[src/rtl/trap_if.sv]
// Trap controller bus: decoder strobes, interrupt lines and PCs in, redirect and trap state out.
interface trap_if #(
    parameter int unsigned XLEN = 32,
    parameter int unsigned NIRQ = 3
);
    logic            retire;
    logic            ecall;
    logic            uret;
    logic [NIRQ-1:0] irq;
    logic [XLEN-1:0] pc_cur;
    logic [XLEN-1:0] pc_next;
    logic            redirect;
    logic [XLEN-1:0] pc_target;
    logic            in_trap;
    logic            ie;
    logic [NIRQ-1:0] pending;
    logic [3:0]      ucause;
    logic [XLEN-1:0] uepc;
    logic            err;

    // Core side
    modport master (
        output retire, ecall, uret, irq, pc_cur, pc_next,
        input  redirect, pc_target, in_trap, ie, pending, ucause, uepc, err
    );

    // Trap controller side
    modport slave (
        input  retire, ecall, uret, irq, pc_cur, pc_next,
        output redirect, pc_target, in_trap, ie, pending, ucause, uepc, err
    );
endinterface

[src/rtl/trap_ctrl.sv]
// Non-nested trap/interrupt responder: ecall/uret handling, synchronized and edge-latched
// interrupt requests, and the PC redirect for the next-PC mux.
module trap_ctrl #(
    parameter int unsigned     XLEN      = 32,
    parameter int unsigned     NIRQ      = 3,
    parameter logic [XLEN-1:0] VEC_BASE  = 'h100,
    parameter int unsigned     VEC_SHIFT = 4,
    parameter bit              IE_RST    = 1'b1
) (
    input logic   clk,
    input logic   rst,
    trap_if.slave bus
);
    typedef enum logic {StIdle, StTrap} state_e;

    state_e          state_q, state_d;
    logic [NIRQ-1:0] sync1_q, sync2_q, prev_q;
    logic [NIRQ-1:0] pending_q, pending_d, pend_clr, irq_edge;
    logic            ie_q, ie_d;
    logic            err_q, err_d;
    logic [3:0]      ucause_q, ucause_d, hi_idx, irq_cause;
    logic [XLEN-1:0] uepc_q, uepc_d;
    logic            irq_take;

    assign irq_edge  = sync2_q & ~prev_q;
    assign irq_cause = hi_idx + 4'd1;
    assign irq_take  = bus.retire & ie_q & (|pending_q) & ~bus.ecall & ~bus.uret &
                       (state_q == StIdle);

    // Highest-index pending source; later iterations overwrite lower ones
    always_comb begin
        hi_idx = 4'd0;
        for (int i = 0; i < int'(NIRQ); i++) begin
            if (pending_q[i]) hi_idx = 4'(i);
        end
    end

    // Next-state, trap bookkeeping and redirect decode
    always_comb begin
        state_d       = state_q;
        ie_d          = ie_q;
        err_d         = err_q;
        ucause_d      = ucause_q;
        uepc_d        = uepc_q;
        pend_clr      = '0;
        bus.redirect  = 1'b0;
        bus.pc_target = bus.pc_next;
        unique case (state_q)
            StIdle: begin
                if (bus.retire && bus.ecall) begin
                    // ecall wins over a simultaneous interrupt, which stays pending
                    state_d       = StTrap;
                    uepc_d        = bus.pc_cur + XLEN'(4);
                    ucause_d      = 4'd0;
                    ie_d          = 1'b0;
                    bus.redirect  = 1'b1;
                    bus.pc_target = VEC_BASE;
                end else if (irq_take) begin
                    state_d       = StTrap;
                    uepc_d        = bus.pc_next;
                    ucause_d      = irq_cause;
                    ie_d          = 1'b0;
                    pend_clr      = NIRQ'(1) << hi_idx;
                    bus.redirect  = 1'b1;
                    bus.pc_target = VEC_BASE + (XLEN'(irq_cause) << VEC_SHIFT);
                end else if (bus.retire && bus.uret) begin
                    err_d = 1'b1;
                end
            end
            StTrap: begin
                if (bus.retire && bus.uret) begin
                    state_d       = StIdle;
                    ie_d          = 1'b1;
                    bus.redirect  = 1'b1;
                    bus.pc_target = uepc_q;
                end else if (bus.retire && bus.ecall) begin
                    err_d = 1'b1;
                end
            end
            default: state_d = StIdle;
        endcase
        // A fresh edge re-arms a source even in the cycle it is taken
        pending_d = (pending_q & ~pend_clr) | irq_edge;
    end

    // State, trap registers, synchronizers and pending latches
    always_ff @(posedge clk) begin
        if (rst) begin
            state_q   <= StIdle;
            ie_q      <= IE_RST;
            err_q     <= 1'b0;
            ucause_q  <= 4'd0;
            uepc_q    <= '0;
            pending_q <= '0;
            sync1_q   <= '0;
            sync2_q   <= '0;
            prev_q    <= '0;
        end else begin
            state_q   <= state_d;
            ie_q      <= ie_d;
            err_q     <= err_d;
            ucause_q  <= ucause_d;
            uepc_q    <= uepc_d;
            pending_q <= pending_d;
            sync1_q   <= bus.irq;
            sync2_q   <= sync1_q;
            prev_q    <= sync2_q;
        end
    end

    assign bus.in_trap = (state_q == StTrap);
    assign bus.ie      = ie_q;
    assign bus.pending = pending_q;
    assign bus.ucause  = ucause_q;
    assign bus.uepc    = uepc_q;
    assign bus.err     = err_q;
endmodule

[src/flat_wrapper.sv]
// flat-port wrapper written by rule: the top's interface ports become plain ports
module trap_ctrl_flat 
#(
    parameter int unsigned     XLEN      = 32,
    parameter int unsigned     NIRQ      = 3,
    parameter logic [XLEN-1:0] VEC_BASE  = 'h100,
    parameter int unsigned     VEC_SHIFT = 4,
    parameter bit              IE_RST    = 1'b1
)
  (clk, rst, bus_retire, bus_ecall, bus_uret, bus_irq, bus_pc_cur, bus_pc_next, bus_redirect, bus_pc_target, bus_in_trap, bus_ie, bus_pending, bus_ucause, bus_uepc, bus_err);
  trap_if #(.XLEN(XLEN), .NIRQ(NIRQ)) bus_i ();
  input logic clk;
  input logic rst;
  input wire logic [$bits(bus_i.retire)-1:0] bus_retire;
  input wire logic [$bits(bus_i.ecall)-1:0] bus_ecall;
  input wire logic [$bits(bus_i.uret)-1:0] bus_uret;
  input wire logic [$bits(bus_i.irq)-1:0] bus_irq;
  input wire logic [$bits(bus_i.pc_cur)-1:0] bus_pc_cur;
  input wire logic [$bits(bus_i.pc_next)-1:0] bus_pc_next;
  output wire logic [$bits(bus_i.redirect)-1:0] bus_redirect;
  output wire logic [$bits(bus_i.pc_target)-1:0] bus_pc_target;
  output wire logic [$bits(bus_i.in_trap)-1:0] bus_in_trap;
  output wire logic [$bits(bus_i.ie)-1:0] bus_ie;
  output wire logic [$bits(bus_i.pending)-1:0] bus_pending;
  output wire logic [$bits(bus_i.ucause)-1:0] bus_ucause;
  output wire logic [$bits(bus_i.uepc)-1:0] bus_uepc;
  output wire logic [$bits(bus_i.err)-1:0] bus_err;
  assign bus_i.retire = bus_retire;
  assign bus_i.ecall = bus_ecall;
  assign bus_i.uret = bus_uret;
  assign bus_i.irq = bus_irq;
  assign bus_i.pc_cur = bus_pc_cur;
  assign bus_i.pc_next = bus_pc_next;
  assign bus_redirect = bus_i.redirect;
  assign bus_pc_target = bus_i.pc_target;
  assign bus_in_trap = bus_i.in_trap;
  assign bus_ie = bus_i.ie;
  assign bus_pending = bus_i.pending;
  assign bus_ucause = bus_i.ucause;
  assign bus_uepc = bus_i.uepc;
  assign bus_err = bus_i.err;
  trap_ctrl #(.XLEN(XLEN), .NIRQ(NIRQ), .VEC_BASE(VEC_BASE), .VEC_SHIFT(VEC_SHIFT), .IE_RST(IE_RST)) u_core (.clk(clk), .rst(rst), .bus(bus_i));
endmodule
[config.mk]
export PLATFORM = sky130hd
export DESIGN_NAME = trap_ctrl_flat
export DESIGN_NICKNAME = d
export VERILOG_FILES = /design/src/rtl/trap_if.sv /design/src/rtl/trap_ctrl.sv /design/src/flat_wrapper.sv
export SDC_FILE = /design/constraint.sdc
export NUM_CORES = 1
export LEC_CHECK = 0
export ABC_AREA = 1
export CORE_MARGIN = 1.5
export CORE_UTILIZATION = 40
export CTS_CLUSTER_DIAMETER = 150
export CTS_CLUSTER_SIZE = 10
export DETAILED_ROUTE_END_ITERATION = 6
export DONT_BUFFER_PORTS = 1
export SETUP_SLACK_MARGIN = 0.5
export SLEW_MARGIN = 25
export SYNTH_ARGS = -nofsm -noshare
export SYNTH_HDL_FRONTEND = slang
export SYNTH_SLANG_ARGS = --single-unit
[constraint.sdc]
create_clock -name clk -period 3.4 [get_ports clk]
set_input_delay 0.17 -clock clk [delete_from_list [all_inputs] [get_ports clk]]
set_output_delay 0.17 -clock clk [all_outputs]
set_load 0.05 [all_outputs]
==> flow_summary.ini <==
[power_and_ir_drop]
peakVddDrop_mv = 0.222
switching_share_pct = 41.1
clkPwrFrac_pct = 27.1
combPwrFrac_pct = 26.1
p_leak_nw = 1.74
p_seq_share_pct = 46.8
power_density_nw_per_um2 = 432
p_int_uw = 966
power_switching_uw = 675

[detailed_routing]
ant_nets = 0
route.detailed.drc = 0
route.vias.total = 3494
viasPerCell = 5.13
drtPass1Iterations = 4
drtIter0Drc = 140
wl_per_cell_um = 14.8
drt_wl_total_um = 10100

[cells_and_area]
layout_commonest_cell = nand2_1
antenna_cells = 0
final_layout_size_suffix_gt1_share_pct = 14.8
area_growth_pct = 11.3
final_cell_mix = nand2_1, inv_1, nor2_1, dfxtp_1, nand3_1
final_nets = 648

[clock_network]
cts-htree-levels = 2
cts_buffers = 5
cts_setup_buffers = 0
clk_pin_slew_ns = 0.10
clk_path_buf_depth = 2
clk_latency_ns = 0.30
cts_tree = built
clkSinkCount = 50
root_buffer = clkbuf_8

[min_path]
holdPathEnd = u_core.bus.uepc[18]
worstHoldStart = bus_pc_next[18]
holdPathStages = 2
hold_class = input port to flip-flop

[critical_path]
crit_fanout = 40
rrSetupSlack_ns = 1.26
reg2regPathDepth = 10
critPathArrivalTime_ns = 2.53
end_kind = primary output
critical_path_class = flip-flop to primary output
r2r_start = u_core.bus.pending[2]
required_ns = 3.23
reg2reg_to = u_core.bus.uepc[27]
cp-start-kind = flip-flop

[sta]
fin_setup_tns_ns = 0
hold_viol = 0
fmax_mhz = 371
slew_headroom_pct = 26.9
layout_setup_ws_ns = 0.705
rsz0062_at_grt = false
period_needed_ns = 2.70
worst_pin_slew_ns = 1.10
timing_max_transition_violations_final = 0
skew_ns = 0.00451
min_period_over_period_pct = 79.3
setup_viol = 0

[run_status]
outcome = completed

[placed_design]
gp_congestion = 0.849
numPortBuffers = 0
dp_slack_ns = 0.945
hpwl_um = 7620

[synthesis]
yosys_warnings = 0
post_synth.cell_area_avg_um2 = 6.10
yosysUniqueCellTypes = 35
syn-cell-area_um2 = 3410
synth-edff-count = 0
netlist_instances = 560
synth_ff_type = dfxtp_1
synthArstFlopShare_pct = 0
seq_area_frac_synth_pct = 29.3
syn_nets = 633
ys_ff_latch = 50

[floorplan]
io_pins = 147
fp.dieH_um = 95.4
core_um2 = 8260
rows = 33
die_w_um = 95.4
initial_utilization_pct = 41.3
fp.dieArea_um2 = 9100

[job]
cap_viol_max_count = 0

[global_routing]
grt_usage_pct = 22.5
grt_first_pass_wirelength_um = 15900
grt_pass1_vias = 3218
antenna_found_initial = 0
grt_max_degree = 41
grt.overflow.total = 0
-- through the flow --
| stage | total power, mW | cells | area (um^2) | hold WS [ns] | utilization, % |
|---|---|---|---|---|---|
| 6_report | 1.64 | 681 | 3800 | 0.0444 | 46.0 |
| 5_1_grt | 1.72 | 681 | 3800 | 0.0409 | 46.0 |
| 4_1_cts | 1.66 | 681 | 3770 | 0.0296 | 45.7 |
| 3_5_place_dp | 1.20 | 669 | 3620 | 0.245 | 43.8 |
| 3_3_place_gp | 1.19 | 669 | 3620 | 0.243 | 43.8 |
| 2_1_floorplan | 1.12 | 560 | 3410 | 0.277 | - |
-- cells in the mapped netlist (4+ instances only) --
cell type / count / area share [%]
o21ai_0: 37 / 5.4
nand2_1: 178 / 20
inv_1: 63 / 6.9
buf_6: 5 / 1.6
buf_2: 5 / 0.73
a21oi_1: 43 / 6.3
nor2_2: 4 / 0.73
o21ai_2: 19 / 4.9
nand3_1: 44 / 6.5
nor2_1: 60 / 6.6
clkbuf_1: 10 / 1.1
dfxtp_1: 50 / 29
xor2_1: 10 / 2.6
-- worst max path at each step --
stage,start,end,depth (start not counted)
6_report,u_core.bus.pending[2],bus_pc_target[14],10
5_1_grt,u_core.bus.pending[2],bus_pc_target[7],10
4_1_cts,u_core.bus.pending[2],bus_pc_target[7],10
3_5_place_dp,u_core.bus.pending[2],bus_pc_target[7],10
3_3_place_gp,u_core.bus.pending[2],bus_pc_target[7],10
2_1_floorplan,u_core.bus.in_trap,bus_pc_target[8],4
-- cell type report --
| class | count | area, um^2 |
|---|---|---|
| clock buffer | 5 | 68.8 |
| timing repair buffer | 33 | 253 |
| sequential | 50 | 1000 |
| inverter | 66 | 250 |
| clock inverter | 3 | 48.8 |
| multi-input combinational | 419 | 2050 |
| fill | 933 | 4460 |
| tap | 105 | 131 |
-- kinds of logic (layout without fill, tap and decap cells) --
kind of cell,count (synthesis),after routing,share of synthesized area (%)
XOR/XNOR,10,10,2.57
flip-flops,50,50,29.3
buffers and inverters,91,107,11.7
adder cells (fa/ha/maj),1,1,0.367
multiplexers,1,1,0.293
other,1,1,0.110
AO/OA/AOI/OAI,107,107,18.6
AND/OR/NAND/NOR,299,299,37.1
-- power groups by stage --
stage / sequential (mW) / combinational, mW / clock, mW
finish: 0.768 / 0.428 / 0.445
detailed placement: 0.782 / 0.417 / 0
CTS: 0.768 / 0.428 / 0.461
floorplan: 0.786 / 0.337 / 0
global placement: 0.781 / 0.413 / 0
global route: 0.774 / 0.467 / 0.482
-- metal layers --
layer / GRT usage [%] / share of wire (%)
met1: 28.8 / 43
met2: 37.6 / 45
met3: 6.70 / 11
met4: 4.17 / 0.88
met5: 0 / 0
-- critical path, stage by stage (launching register included) --
cell and delay, ns:
dfxtp_1 0.31, buf_4 0.19, inv_2 0.07, nand2_1 0.06
or2_4 0.24, nand3_4 0.20, nand2_4 0.23, inv_4 0.12
buf_4 0.38, nand3_1 0.16, nand2_2 0.25
-- timing repair --
action | 4_1_cts | 5_1_grt
setup endpoints to repair | 0 | 30
hold endpoints to repair | 30 | 0
hold buffers | 4 | 0
resized for setup | 0 | 12
-- registers in the layout, indices dropped and copies added (netlist names), 3 cells and up --
name,cells
u_core.prev_q,3
u_core.bus.uepc,32
u_core.bus.ucause,3
u_core.bus.pending,3
u_core.sync1_q,3
u_core.sync2_q,3
Power figures use the tool's default switching activity.
